[src/rtl/i2s_frame_serializer_pkg.sv]
// Shared definitions for the I2S frame serializer: FSM states, frame geometry,
// default clock ratios and the frame assembly helper.
package i2s_frame_serializer_pkg;

  typedef enum logic [1:0] {
    IDLE  = 2'd0,
    RUN   = 2'd1,
    DRAIN = 2'd2
  } state_t;

  localparam int FRAME_BITS    = 64;
  localparam int SAMPLE_W      = 16;
  localparam int DEF_MCLK_HALF = 4;
  localparam int DEF_SCLK_HALF = 16;

  // Frame image, MSB shifted out first: one-bit I2S delay, 16-bit sample,
  // 15 pad bits, for left then right.
  function automatic logic [FRAME_BITS-1:0] build_frame(input logic [SAMPLE_W-1:0] l,
                                                        input logic [SAMPLE_W-1:0] r);
    return {1'b0, l, 15'd0, 1'b0, r, 15'd0};
  endfunction

endpackage

[src/rtl/i2s_frame_serializer_clk_prescaler.sv]
// Divides clk into a registered toggle output with a half-period of HALF clk
// cycles. When disabled the counter and output are held at 0. o_fall flags the
// clk edge on which the output goes from 1 to 0.
module clk_prescaler #(
  parameter int HALF = 4
) (
  input  logic clk,
  input  logic rst_n,
  input  logic i_en,
  output logic o_tog,
  output logic o_fall
);

  localparam int CW = (HALF > 1) ? $clog2(HALF) : 1;
  localparam logic [CW-1:0] LAST = CW'(HALF - 1);

  logic [CW-1:0] r_cnt;
  logic          r_tog;

  // Half-period counter and toggle register
  always_ff @(posedge clk or negedge rst_n) begin
    if (!rst_n) begin
      r_cnt <= '0;
      r_tog <= 1'b0;
    end else if (!i_en) begin
      r_cnt <= '0;
      r_tog <= 1'b0;
    end else if (r_cnt == LAST) begin
      r_cnt <= '0;
      r_tog <= ~r_tog;
    end else begin
      r_cnt <= r_cnt + CW'(1);
      r_tog <= r_tog;
    end
  end

  assign o_tog  = r_tog;
  assign o_fall = i_en && (r_cnt == LAST) && r_tog;

endmodule

[src/rtl/i2s_frame_serializer.sv]
// I2S master transmitter: generates mclk/sclk/lrck and shifts out 64-bit
// frames built from a one-deep sample-pair buffer, repeating the previous
// pair (and flagging an underrun) when no new pair has arrived.
module i2s_frame_serializer
  import i2s_frame_serializer_pkg::*;
#(
  parameter int MCLK_HALF = DEF_MCLK_HALF,
  parameter int SCLK_HALF = DEF_SCLK_HALF
) (
  input  logic                clk,
  input  logic                rst_n,
  input  logic                enable,
  input  logic [SAMPLE_W-1:0] in_left,
  input  logic [SAMPLE_W-1:0] in_right,
  input  logic                in_valid,
  output logic                in_ready,
  output logic                mclk,
  output logic                sclk,
  output logic                lrck,
  output logic                sdata,
  output logic                underrun,
  output logic [15:0]         underrun_cnt
);

  state_t                  r_state, w_next;
  logic [1:0]              r_rst_sync;
  logic                    w_run, w_load, w_stop, w_sclk_fall, w_xfer;
  logic [5:0]              r_bcnt;
  logic [5:0]              w_bcnt_nxt;
  logic [FRAME_BITS-1:0]   r_frame, w_frame_new;
  logic                    r_buf_full;
  logic [SAMPLE_W-1:0]     r_buf_l, r_buf_r, r_last_l, r_last_r, w_pair_l, w_pair_r;
  logic                    r_lrck, r_sdata, r_underrun;
  logic [15:0]             r_underrun_cnt;

  clk_prescaler #(.HALF(MCLK_HALF)) u_mclk_div (
    .clk(clk), .rst_n(rst_n), .i_en(1'b1), .o_tog(mclk), .o_fall()
  );

  clk_prescaler #(.HALF(SCLK_HALF)) u_sclk_div (
    .clk(clk), .rst_n(rst_n), .i_en(w_run), .o_tog(sclk), .o_fall(w_sclk_fall)
  );

  // Two-flop synchroniser on reset release; gates the IDLE exit
  always_ff @(posedge clk or negedge rst_n) begin
    if (!rst_n) r_rst_sync <= 2'b00;
    else        r_rst_sync <= {r_rst_sync[0], 1'b1};
  end

  // FSM state register
  always_ff @(posedge clk or negedge rst_n) begin
    if (!rst_n) r_state <= IDLE;
    else        r_state <= w_next;
  end

  // FSM next-state logic
  always_comb begin
    w_next = r_state;
    case (r_state)
      IDLE:    if (enable && r_rst_sync[1]) w_next = RUN;
               else                         w_next = IDLE;
      RUN:     if (!enable) w_next = DRAIN;
               else         w_next = RUN;
      DRAIN:   if (enable)                                w_next = RUN;
               else if (w_sclk_fall && (r_bcnt == 6'd63)) w_next = IDLE;
               else                                       w_next = DRAIN;
      default: w_next = IDLE;
    endcase
  end

  // FSM outputs: prescaler run, frame load and end-of-drain strobes
  always_comb begin
    w_run  = 1'b0;
    w_load = 1'b0;
    w_stop = 1'b0;
    case (r_state)
      IDLE: begin
        w_run = 1'b0;
      end
      RUN: begin
        w_run  = 1'b1;
        w_load = w_sclk_fall && (r_bcnt == 6'd63);
      end
      DRAIN: begin
        w_run  = 1'b1;
        w_stop = w_sclk_fall && (r_bcnt == 6'd63) && !enable;
      end
      default: begin
        w_run = 1'b0;
      end
    endcase
  end

  // Pick buffered pair if present, otherwise repeat the last one used
  always_comb begin
    if (r_buf_full) begin
      w_pair_l = r_buf_l;
      w_pair_r = r_buf_r;
    end else begin
      w_pair_l = r_last_l;
      w_pair_r = r_last_r;
    end
  end

  assign w_frame_new = build_frame(w_pair_l, w_pair_r);
  assign w_bcnt_nxt  = r_bcnt + 6'd1;
  assign w_xfer      = in_valid && !r_buf_full;

  // Bit counter, frame shift register, lrck and sdata (change only on sclk fall)
  always_ff @(posedge clk or negedge rst_n) begin
    if (!rst_n) begin
      r_bcnt  <= 6'd63;
      r_frame <= '0;
      r_lrck  <= 1'b0;
      r_sdata <= 1'b0;
    end else if ((r_state == IDLE) || w_stop) begin
      r_bcnt  <= 6'd63;
      r_frame <= '0;
      r_lrck  <= 1'b0;
      r_sdata <= 1'b0;
    end else if (w_load) begin
      r_bcnt  <= 6'd0;
      r_frame <= w_frame_new;
      r_lrck  <= 1'b0;
      r_sdata <= w_frame_new[FRAME_BITS-1];
    end else if (w_sclk_fall) begin
      r_bcnt  <= w_bcnt_nxt;
      r_frame <= {r_frame[FRAME_BITS-2:0], 1'b0};
      r_lrck  <= w_bcnt_nxt[5];
      r_sdata <= r_frame[FRAME_BITS-2];
    end else begin
      r_bcnt  <= r_bcnt;
      r_frame <= r_frame;
      r_lrck  <= r_lrck;
      r_sdata <= r_sdata;
    end
  end

  // One-deep holding buffer; a same-edge transfer waits for the next frame
  always_ff @(posedge clk or negedge rst_n) begin
    if (!rst_n) begin
      r_buf_full <= 1'b0;
      r_buf_l    <= '0;
      r_buf_r    <= '0;
    end else if (w_xfer) begin
      r_buf_full <= 1'b1;
      r_buf_l    <= in_left;
      r_buf_r    <= in_right;
    end else if (w_load) begin
      r_buf_full <= 1'b0;
      r_buf_l    <= r_buf_l;
      r_buf_r    <= r_buf_r;
    end else begin
      r_buf_full <= r_buf_full;
      r_buf_l    <= r_buf_l;
      r_buf_r    <= r_buf_r;
    end
  end

  // Remember the pair most recently placed into a frame
  always_ff @(posedge clk or negedge rst_n) begin
    if (!rst_n) begin
      r_last_l <= '0;
      r_last_r <= '0;
    end else if (w_load && r_buf_full) begin
      r_last_l <= r_buf_l;
      r_last_r <= r_buf_r;
    end else begin
      r_last_l <= r_last_l;
      r_last_r <= r_last_r;
    end
  end

  // Underrun pulse and saturating counter
  always_ff @(posedge clk or negedge rst_n) begin
    if (!rst_n) begin
      r_underrun     <= 1'b0;
      r_underrun_cnt <= 16'd0;
    end else if (w_load && !r_buf_full) begin
      r_underrun     <= 1'b1;
      r_underrun_cnt <= (r_underrun_cnt == 16'hFFFF) ? r_underrun_cnt
                                                     : r_underrun_cnt + 16'd1;
    end else begin
      r_underrun     <= 1'b0;
      r_underrun_cnt <= r_underrun_cnt;
    end
  end

  assign in_ready     = !r_buf_full;
  assign lrck         = r_lrck;
  assign sdata        = r_sdata;
  assign underrun     = r_underrun;
  assign underrun_cnt = r_underrun_cnt;

endmodule

[config.mk]
export PLATFORM = sky130hd
export DESIGN_NAME = i2s_frame_serializer
export DESIGN_NICKNAME = d
export VERILOG_FILES = /design/src/rtl/i2s_frame_serializer_pkg.sv /design/src/rtl/i2s_frame_serializer_clk_prescaler.sv /design/src/rtl/i2s_frame_serializer.sv
export SDC_FILE = /design/constraint.sdc
export NUM_CORES = 1
export LEC_CHECK = 0
export CAP_MARGIN = 20
export CORE_MARGIN = 1.5
export CORE_UTILIZATION = 48
export CTS_CLUSTER_DIAMETER = 40
export DETAILED_ROUTE_END_ITERATION = 12
export PLACE_DENSITY_LB_ADDON = 0.15
export SLEW_MARGIN = 25
export SYNTH_ARGS = -nofsm -noshare
export SYNTH_HDL_FRONTEND = slang
export SYNTH_SLANG_ARGS = --single-unit
export TNS_END_PERCENT = 100
[constraint.sdc]
create_clock -name clk -period 1.85 [get_ports clk]
set_input_delay 0.555 -clock clk [delete_from_list [all_inputs] [get_ports clk]]
set_output_delay 0.555 -clock clk [all_outputs]
set_load 0.01 [all_outputs]
**Yosys cells after proc, flatten, opt, wreduce, memory -nomap -nowiden**

Index checks and enable logic that the tools add are counted.

- Shifts and indexed selects: 0
- $mul: 0
- Bitwise operators: 3
- Div/mod/pow operators: 0
- $lt $le $gt $ge: 0
- Mux-type cells: 30
- $add $sub $neg: 4
- Eq/ne operators: 7
- Reduce and logical (&&, ||, !) cells: 16

Operators by type and width:

| cell | number |
|---|---|
| 63-bit two-way mux | 3 |
| 16-bit two-way mux | 2 |
| 6-bit two-way mux | 3 |
| 16-bit by 1-bit adder with 16-bit output (second input constant) | 1 |
| 16-bit == test (second input constant) | 1 |
| 1-bit two-way mux | 15 |
| 1-bit logical AND | 8 |
| 2-bit two-way mux | 4 |
| 4-bit two-way mux | 2 |
| 6-bit by 1-bit adder with 6-bit output (second input constant) | 1 |
| 6-bit == test (second input constant) | 1 |
| 2-bit one-hot mux with 3 select lines | 1 |
| 4-bit by 1-bit adder with 4-bit output (second input constant) | 1 |
| 2-bit == test (second input constant) | 2 |
| 4-bit == test (second input constant) | 1 |
| 1-bit inverter | 3 |
| 3-bit nonzero test | 1 |
| 2-bit by 1-bit adder with 2-bit output (second input constant) | 1 |
| 2-bit by 1-bit == test with 1-bit output (second input constant) | 1 |
| 1-bit zero test | 2 |
| 2-bit zero test | 1 |
| 2-bit != test (second input constant) | 1 |
| 2-bit AND reduction | 1 |
| 2-bit nonzero test | 1 |
| 2 further kinds | 2 |

- Latch bits: 0
- Word-level logic and storage cells: 77
- Register bits: 165
- ROM bits: 0
- Output and inout bits: 22
- RAM bits: 0
- Input port bits: 36
- Memories kept: 0

**Longest topological paths before layout**

Gate-level depths: netlist (run 1).

- Word-level depth: 10
- Gate-level depth with buffers: 10
- Mapped depth without buffers: 7

**Modules after synthesis**

Synthesis (run 1) repeated with hierarchy kept, for this count alone.

- Cells, all modules: 515
- Area total of the unflattened synthesis: 6,621.4 µm²

By module, submodules not included:

| module | area each (µm²) | cells an instance | instances |
|---|---|---|---|
| i2s_frame_serializer | 6,269.8 | 488 | 1 |
| clk_prescaler (u_sclk_div) | 227.7 | 18 | 1 |
| clk_prescaler (u_mclk_div) | 123.9 | 9 | 1 |

**Worst setup path before layout (run 1)**

No wires, ideal clock.

- Kind: register to register
- From: register r_underrun_cnt[0], in the netlist underrun_cnt[0]
- To: register r_underrun_cnt[1], in the netlist underrun_cnt[1]
- Path slack: -0.260 ns
- Arrival time: 1.982 ns
- Buffers on the path: 1
- Library setup time: 0.128 ns
- Required time: 1.722 ns
- Stages on the path, launching flop included: 7
- Cells stage by stage: dfrtp_1 -> ha_1 -> nand3_1 -> or3_4 -> o311ai_4 -> buf_6 -> mux2_1

- Cells in the longest elaborated chain, start to end: 3

RTL lines:

| item | line | RTL |
|---|---|---|
| start, declared | i2s_frame_serializer.sv:34 | `logic [15:0] r_underrun_cnt;` |
| start signal, assigned | i2s_frame_serializer.sv:181 | `r_underrun_cnt <= (r_underrun_cnt == 16'hFFFF) ? r_underrun_cnt` |
| start signal, assigned | i2s_frame_serializer.sv:185 | `r_underrun_cnt <= r_underrun_cnt;` |
| branches (longest 3 deep; another with 16-bit by 1-bit adder with 16-bit output) | n/a |  |

Parallel ways; which one is timed is not known.
A chain may end at the register's enable or synchronous reset.

**Worst setup path after layout (run 1)**

- From: register r_state[0]
- To: register r_last_r[9]

- Cells in the longest elaborated chain, start to end: 8

RTL lines:

| item | line | RTL |
|---|---|---|
| start, declared | i2s_frame_serializer.sv:25 | `state_t r_state, w_next;` |
| start signal, assigned | i2s_frame_serializer.sv:53 | `else r_state <= w_next;` |
| 2-bit == test / 2-bit by 1-bit == test with 1-bit output (equally long branches) | i2s_frame_serializer.sv:76 | `case (r_state)` |
| 2-bit OR reduction (no line) | n/a |  |
| 1-bit two-way mux | i2s_frame_serializer.sv:76 |  |
| 1-bit logical AND (2 in series) | i2s_frame_serializer_clk_prescaler.sv:38 | `assign o_fall = i_en && (r_cnt == LAST) && r_tog;` |
| 1-bit logical AND | i2s_frame_serializer.sv:82 | `w_load = w_sclk_fall && (r_bcnt == 6'd63);` |
| 1-bit two-way mux (*) | i2s_frame_serializer.sv:76 |  |
| 1-bit logical AND (*) | i2s_frame_serializer.sv:165 | `end else if (w_load && r_buf_full) begin` |
| end signal, assigned | i2s_frame_serializer.sv:167 | `r_last_r <= r_buf_r;` |
| end signal, assigned | i2s_frame_serializer.sv:170 | `r_last_r <= r_last_r;` |
| end, declared | i2s_frame_serializer.sv:32 | `logic [SAMPLE_W-1:0] r_buf_l, r_buf_r, r_last_l, r_last_r, w_pair_l, w_pair_r;` |

Every way passes the cells marked *; elsewhere a longest branch is shown, timed or not.

==> results.py, run 1 <==
metrics = {
    "timing": {
        "slew_viol_final": 0,
        "rsz0062_at_grt": "true",
        "finalCriticalPeriod_ns": 2.03,
        "hold_viol": 0,
        "fin_crit_sh_pct": 110,
        "final.setup.worst_slack_ns": -0.177,
        "setup_viol": 101,
        "skew_ns": 0.00879,
        "max_freq_mhz": 493,
    },
    "synth": {
        "syn-instance-count": 581,
        "yosys-top-cells-count": "dfrtp_1 (144), nand2_1 (108), o21ai_0 (70)",
        "synth_seq_cells": 150,
        "syn_area_per_cell_sq_um": 11.3,
        "synth-edff-count": 0,
        "synth_top_cells_by_area": "dfrtp_1 (55%), mux2_2 (12%), nand2_1 (6.2%)",
        "ys_seq_area_share_pct": 57.4,
        "syn_nets": 625,
        "synth_top_cell_by_area": "dfrtp_1",
        "yosys_warnings": 0,
        "synthDistinctLibCells": 37,
        "yosysMostFrequentCell": "dfrtp_1",
        "synthFlopType": "dfrtp_1",
        "synthArstFlopShare_pct": 100,
        "synth.cell_area_sq_um": 6560,
        "yosysTopAreaCellShare_pct": 55.0,
    },
    "critical_path": {
        "cp.required_ns": 2.16,
        "path_class": "flip-flop to flip-flop",
        "crit_path_start_kind": "flip-flop",
        "rr_endpoint": "r_last_r[9]",
        "path_cells": "buf_4 > ha_2 > and2_4 > and4_4 > buf_12 > nand2_8 > clkbuf_16 > mux2_2",
        "critPathMaxFanout": 6,
        "cp-startpoint": "r_state[0]",
        "crit_slowest_cell": "dfrtp_1",
        "arrival_ns": 2.33,
        "end_kind": "flip-flop",
        "cpPeakStageDelay_ns": 0.41,
        "r2r_cells": 8,
        "crit_path_end": "r_last_r[9]",
        "r2r_slack_ns": -0.18,
        "r2r_start": "r_state[0]",
    },
    "cts": {
        "cts_max_level": 4,
        "cts_tree": "yes",
        "cts_sinks": 150,
        "cts_buffer_depth": 2,
        "cts_made_buffers": 17,
        "cts-root-buf": "clkbuf_16",
        "path_clk_slew_ns": 0.06,
        "clock_latency_ns": 0.42,
    },
    "run": {
        "drv_cap": 0,
    },
    "floorplan": {
        "fp.dieH_um": 120,
        "io-pin-count": 58,
        "core_sq_um": 13300,
        "rows": 42,
        "start_util_pct": 49.3,
        "dieArea_sq_um": 14400,
        "die_x_um": 120,
    },
    "place": {
        "portBuffers": 57,
        "placedCellCount": 843,
        "place_congestion": 0.810,
        "dp_slack_ns": -0.233,
        "hpwl_um": 8670,
    },
    "power": {
        "peakVddDrop_mv": 0.730,
        "p_switching_w": 0.00196,
        "p_sw_share_pct": 24.2,
        "powerDensity_nw_per_um2": 865,
        "pwr-share-clk_pct": 41.8,
        "leakage_nw": 4.51,
        "intPower_w": 0.00613,
        "p_seq_share_pct": 43.3,
        "p_comb_share_pct": 14.9,
    },
    "status": {
        "violations": "negative setup slack",
        "status": "finished with violations",
    },
    "layout": {
        "syn_to_final_growth_pct": 42.7,
        "layout.nets": 764,
        "final_cells": 909,
        "drive_above_1_share_pct": 37.7,
        "seq_area_sq_um": 3760,
        "fin_util_pct": 70.4,
        "fillers": 950,
        "num_antenna_cells": 0,
        "multi_input_area_sq_um": 3000,
    },
    "drt": {
        "detail_route.vias_per_cell": 5.31,
        "routedWlPerCell_um": 16.5,
        "drc": 0,
        "ant_nets": 0,
        "num_vias": 4825,
        "drt-total-wl_um": 15000,
        "drt_iter0_drc": 276,
        "drt-pass1-iter-count": 4,
    },
    "global_route": {
        "grt_usage_pct": 22.6,
        "antenna_found_initial": 0,
        "grt_pass1_wl_um": 25200,
        "grt_pass1_vias": 5031,
        "grt_overflow": 0,
        "grt_max_degree": 54,
    },
    "min_path": {
        "whs_path_depth": 0,
        "hp-class": "flip-flop to flip-flop",
    },
}
worst max-delay path: cells and delay by family (launching register included):
| kind | cells | cell delay, ns |
|---|---|---|
| flip-flops | 1 | 0.41 |
| buffers and inverters | 3 | 0.45 |
| adder cells (fa/ha/maj) | 1 | 0.19 |
| multiplexers | 1 | 0.33 |
| AND/OR/NAND/NOR | 3 | 0.51 |
registers in the layout (all words and copies together), names as in the netlist:
| signal | count |
|---|---|
| r_frame | 48 |
| r_buf_r | 16 |
| underrun | 1 |
| u_sclk_div.r_cnt | 4 |
| u_mclk_div.o_tog | 1 |
| r_state | 2 |
| r_bcnt | 6 |
| r_buf_full | 1 |
| r_buf_l | 16 |
| sdata | 1 |
| u_mclk_div.r_cnt | 2 |
| lrck | 1 |
| r_rst_sync | 2 |
| r_last_r | 16 |
| r_last_l | 16 |
| underrun_cnt | 16 |
| u_sclk_div.o_tog | 1 |
per-stage QoR:
stage | hold slack (ns) | total power, W | TNS [ns] | instance area (sq um)
after floorplan | 0.259 | 0.00392 | -3.52 | 6610
after global placement | 0.335 | 0.00432 | -13.68 | 7830
after detailed placement | 0.341 | 0.00436 | -18.44 | 7830
after CTS | 0.356 | 0.00803 | -6.24 | 9210
after global routing | 0.367 | 0.00841 | -16.16 | 9350
final | 0.354 | 0.00809 | -10.81 | 9350
power by group through the flow:
stage,clock (W),combinational (W),sequential (W)
after global routing,0.00359,0.00130,0.00352
after floorplan,0,0.000383,0.00353
after CTS,0.00344,0.00108,0.00351
after detailed placement,0,0.000795,0.00356
after global placement,0,0.000764,0.00355
final,0.00339,0.00120,0.00350
worst min path at each step:
stage / startpoint / endpoint / slack [ns]
after floorplan: rst_n / lrck / 0.26
after global placement: r_rst_sync[0] / r_rst_sync[1] / 0.34
after detailed placement: r_rst_sync[0] / r_rst_sync[1] / 0.34
after CTS: r_rst_sync[0] / r_rst_sync[1] / 0.36
after global routing: r_rst_sync[0] / r_rst_sync[1] / 0.37
final: r_rst_sync[0] / r_rst_sync[1] / 0.35
cell usage in the layout (no fill, tap or decap), types with 4 or more instances in the layout:
master / instances
a21oi_1: 20
and2_1: 4
buf_12: 18
buf_16: 9
buf_4: 52
buf_6: 13
clkbuf_16: 18
clkdlybuf4s50_1: 34
clkinv_2: 5
dfrtp_1: 142
dfstp_2: 6
dlygate4sd2_1: 21
inv_1: 9
mux2_2: 63
mux2_4: 4
mux2i_1: 32
nand2_1: 91
nand2_2: 15
nand3_1: 8
nor2_1: 7
o21ai_0: 16
o21ai_1: 30
o21ai_2: 23
xnor2_1: 10
xor2_1: 10
routing by layer:
layer	track usage, %	vias up	wire length, um	part of all wire, %
met5	0	-	0	0
met4	6.70	0	203	1.4
met3	5.80	18	510	3.4
met2	38.9	90	7800	52
met1	28.3	2433	6470	43
li1	-	2284	-	-
timing repair:
action	4_1_cts	5_1_grt
pin swaps	27	15
setup buffers	17	5
resized for setup	156	40
endpoints found under the hold margin	22	0
hold buffers	1	0
gates cloned	13	1
endpoints found under the setup margin	123	105
cell type report:
type / instances / area share, %
clock buffers: 20 / 4.88
inverters: 11 / 0.441
clock inverters: 12 / 1.35
multi-input cells: 388 / 32.1
flip-flops and latches: 150 / 40.2
well taps: 176 / 2.35
repair buffers: 152 / 18.6
cell families after synthesis:
| logic type | share of synthesized area (%) |
|---|---|
| xor+xnor | 2.67 |
| compound gates | 8.13 |
| fa+ha+maj | 1.53 |
| other cells | 0.0572 |
| mux | 16.6 |
| simple gates | 10.8 |
| buf+inv | 2.88 |
| flops | 57.4 |
Power figures use the tool's default switching activity.
==> run 2, diff against run 1 <==
--- a/config.mk
+++ b/config.mk
@@ -8,6 +8,7 @@
 export CAP_MARGIN = 20
 export CORE_MARGIN = 1.5
 export CORE_UTILIZATION = 48
+export CTS_BUF_LIST = sky130_fd_sc_hd__clkbuf_16
 export CTS_CLUSTER_DIAMETER = 40
 export DETAILED_ROUTE_END_ITERATION = 12
 export PLACE_DENSITY_LB_ADDON = 0.15
==> run 2 against run 1 <==
Against the previous run: the run still ends with negative setup slack left; power is 0.81% higher; worst hold slack better by 0.00066 ns; cell count increased by 0.22%; setup slack improved by 0.0062 ns; clock skew rose by 0.00093 ns; sequential share of layout area fell by 0.57 points; clock power shrank 3%; global-route usage is 0.57 points lower; design area grew 1.4%; largest power group unchanged; highest routed layer unchanged.
==> results.py, run 2 (synthesis results as in run 1) <==
metrics = {
    "power": {
        "p_switching_w": 0.00205,
        "p_comb_share_pct": 16.6,
        "p_seq_share_pct": 43.0,
        "intPower_w": 0.00611,
        "powerDensity_nw_per_um2": 860,
        "peakVddDrop_mv": 0.677,
        "power_w": 0.00816,
        "p_sw_share_pct": 25.1,
        "pwr-share-clk_pct": 40.4,
        "leakage_nw": 4.68,
    },
    "layout": {
        "mostFrequentLayoutCell": "dfrtp_1",
        "largest-register": "r_frame",
        "fin_util_pct": 71.4,
        "final_cells": 911,
        "syn_to_final_growth_pct": 44.7,
        "largest_reg_flops": 48,
        "layout.nets": 766,
        "layout_common_cells": "dfrtp_1 (142), nand2_1 (75), mux2_2 (65), buf_4 (51), clkdlybuf4s50_1 (34)",
        "fillers": 936,
        "num_antenna_cells": 0,
        "drive_above_1_share_pct": 40.0,
    },
    "min_path": {
        "hp-class": "flip-flop to flip-flop",
    },
    "floorplan": {
        "die_x_um": 120,
        "core_sq_um": 13300,
        "start_util_pct": 49.3,
        "fp.dieH_um": 120,
        "dieArea_sq_um": 14400,
        "io-pin-count": 58,
        "rows": 42,
    },
    "place": {
        "portBuffers": 57,
        "placedCellCount": 843,
        "hpwl_um": 8670,
        "place_congestion": 0.810,
    },
    "global_route": {
        "grt_usage_pct": 22.1,
        "antenna_found_initial": 0,
        "grt_max_degree": 54,
        "grt_overflow": 0,
        "grt_pass1_vias": 4957,
        "grt_pass1_wl_um": 24700,
    },
    "timing": {
        "hold_ws_ns": 0.354,
        "skew_ns": 0.00972,
        "setup_viol": 103,
        "hold_viol": 0,
        "rsz0062_at_grt": "true",
        "max_freq_mhz": 495,
        "finalCriticalPeriod_ns": 2.02,
        "final.setup.worst_slack_ns": -0.171,
        "slew_viol_final": 0,
        "fin_crit_sh_pct": 109,
    },
    "run": {
        "drv_cap": 0,
    },
    "critical_path": {
        "path_cells": "inv_2 > ha_4 > and2_4 > buf_6 > and2_4 > buf_6 > nand3_2 > o21bai_4 > buf_6 > buf_12 > a21oi_1",
        "critPathMaxFanout": 9,
        "path_buf_inv": 5,
        "crit_slowest_cell": "dfrtp_1",
        "end_kind": "flip-flop",
        "path_common_cell": "buf_6",
        "path_class": "flip-flop to flip-flop",
        "cpPeakStageDelay_ns": 0.40,
        "crit_path_start_kind": "flip-flop",
        "cp.required_ns": 2.15,
        "crit_family": "buffers and inverters",
        "arrival_ns": 2.32,
    },
    "cts": {
        "cts_sinks": 150,
        "cts-root-buf": "clkbuf_16",
        "cts_buffer_depth": 2,
        "clock_latency_ns": 0.43,
        "cts_made_buffers": 17,
        "cts_max_level": 4,
        "path_clk_slew_ns": 0.06,
        "cts_tree": "yes",
    },
    "status": {
        "violations": "negative setup slack",
        "status": "finished with violations",
    },
    "drt": {
        "drt_iter0_drc": 276,
        "drt-pass1-iter-count": 5,
        "ant_nets": 0,
        "num_vias": 4834,
        "routedWlPerCell_um": 16.8,
        "detail_route.vias_per_cell": 5.31,
        "drt-total-wl_um": 15300,
        "drc": 0,
    },
}
[run 2: power groups by stage]
| stage | registers, W | logic (W) | clock network [W] |
|---|---|---|---|
| 5_1_grt | 0.00353 | 0.00145 | 0.00350 |
| 4_1_cts | 0.00351 | 0.00108 | 0.00335 |
| 6_report | 0.00351 | 0.00135 | 0.00329 |
| 2_1_floorplan | 0.00353 | 0.000383 | 0 |
| 3_5_place_dp | 0.00356 | 0.000795 | 0 |
| 3_3_place_gp | 0.00355 | 0.000764 | 0 |
[run 2: worst register-to-register path: stages, from the launching register on]
cell,delay (ns)
dfrtp_1,0.40
inv_2,0.07
ha_4,0.27
and2_4,0.14
buf_6,0.10
and2_4,0.18
buf_6,0.13
nand3_2,0.12
o21bai_4,0.20
buf_6,0.13
buf_12,0.11
a21oi_1,0.05
[run 2: area by class of cell]
| type | instances | area, sq um | area share, % |
|---|---|---|---|
| flip-flops and latches | 150 | 3760 | 39.7 |
| repair buffers | 154 | 1770 | 18.7 |
| multi-input cells | 388 | 3130 | 33.0 |
| clock buffers | 17 | 425 | 4.48 |
| clock inverters | 15 | 138 | 1.45 |
| well taps | 176 | 220 | 2.32 |
| inverters | 11 | 41.3 | 0.435 |
[run 2: path summary, 6_finish.rpt]
path / from / to / slack, ns / cells past startpoint
worst max register to register: r_state[0] / r_frame[31] / -0.17 / 11
min in group asynchronous: rst_n / u_sclk_div.r_cnt[0] / 0.58 / 2
worst min register to register: r_rst_sync[0] / r_rst_sync[1] / 0.35 / 0
worst max-delay path: r_state[0] / r_frame[31] / -0.17 / 11
worst min-delay path: r_rst_sync[0] / r_rst_sync[1] / 0.35 / 0
max in group asynchronous: rst_n / r_bcnt[4] / 0.70 / 3
[run 2: timing repair]
action,in CTS,in global routing
setup endpoints to repair,123,105
hold endpoints to repair,22,0
pin swaps,34,35
gates resized for setup,118,100
buffers inserted,14,10
hold buffers,1,0
gates cloned,10,2
[run 2: routing by layer]
layer  vias to the layer above  global-route usage, %  wire (um)
met5                         -                      0          0
met4                         0                   6.62        303
met3                        27                   5.51        484
met2                        92                   37.8       8040
met1                      2434                   27.7       6460
li1                       2281                      -          -
[run 2: per-stage QoR]
step / setup slack (ns) / instance area, sq um / setup TNS, ns
global placement: -0.184 / 7830 / -13.68
detailed placement: -0.233 / 7830 / -18.44
finish: -0.171 / 9490 / -10.75
CTS: -0.150 / 9020 / -4.40
floorplan: -0.127 / 6610 / -3.52
global route: -0.235 / 9490 / -16.12
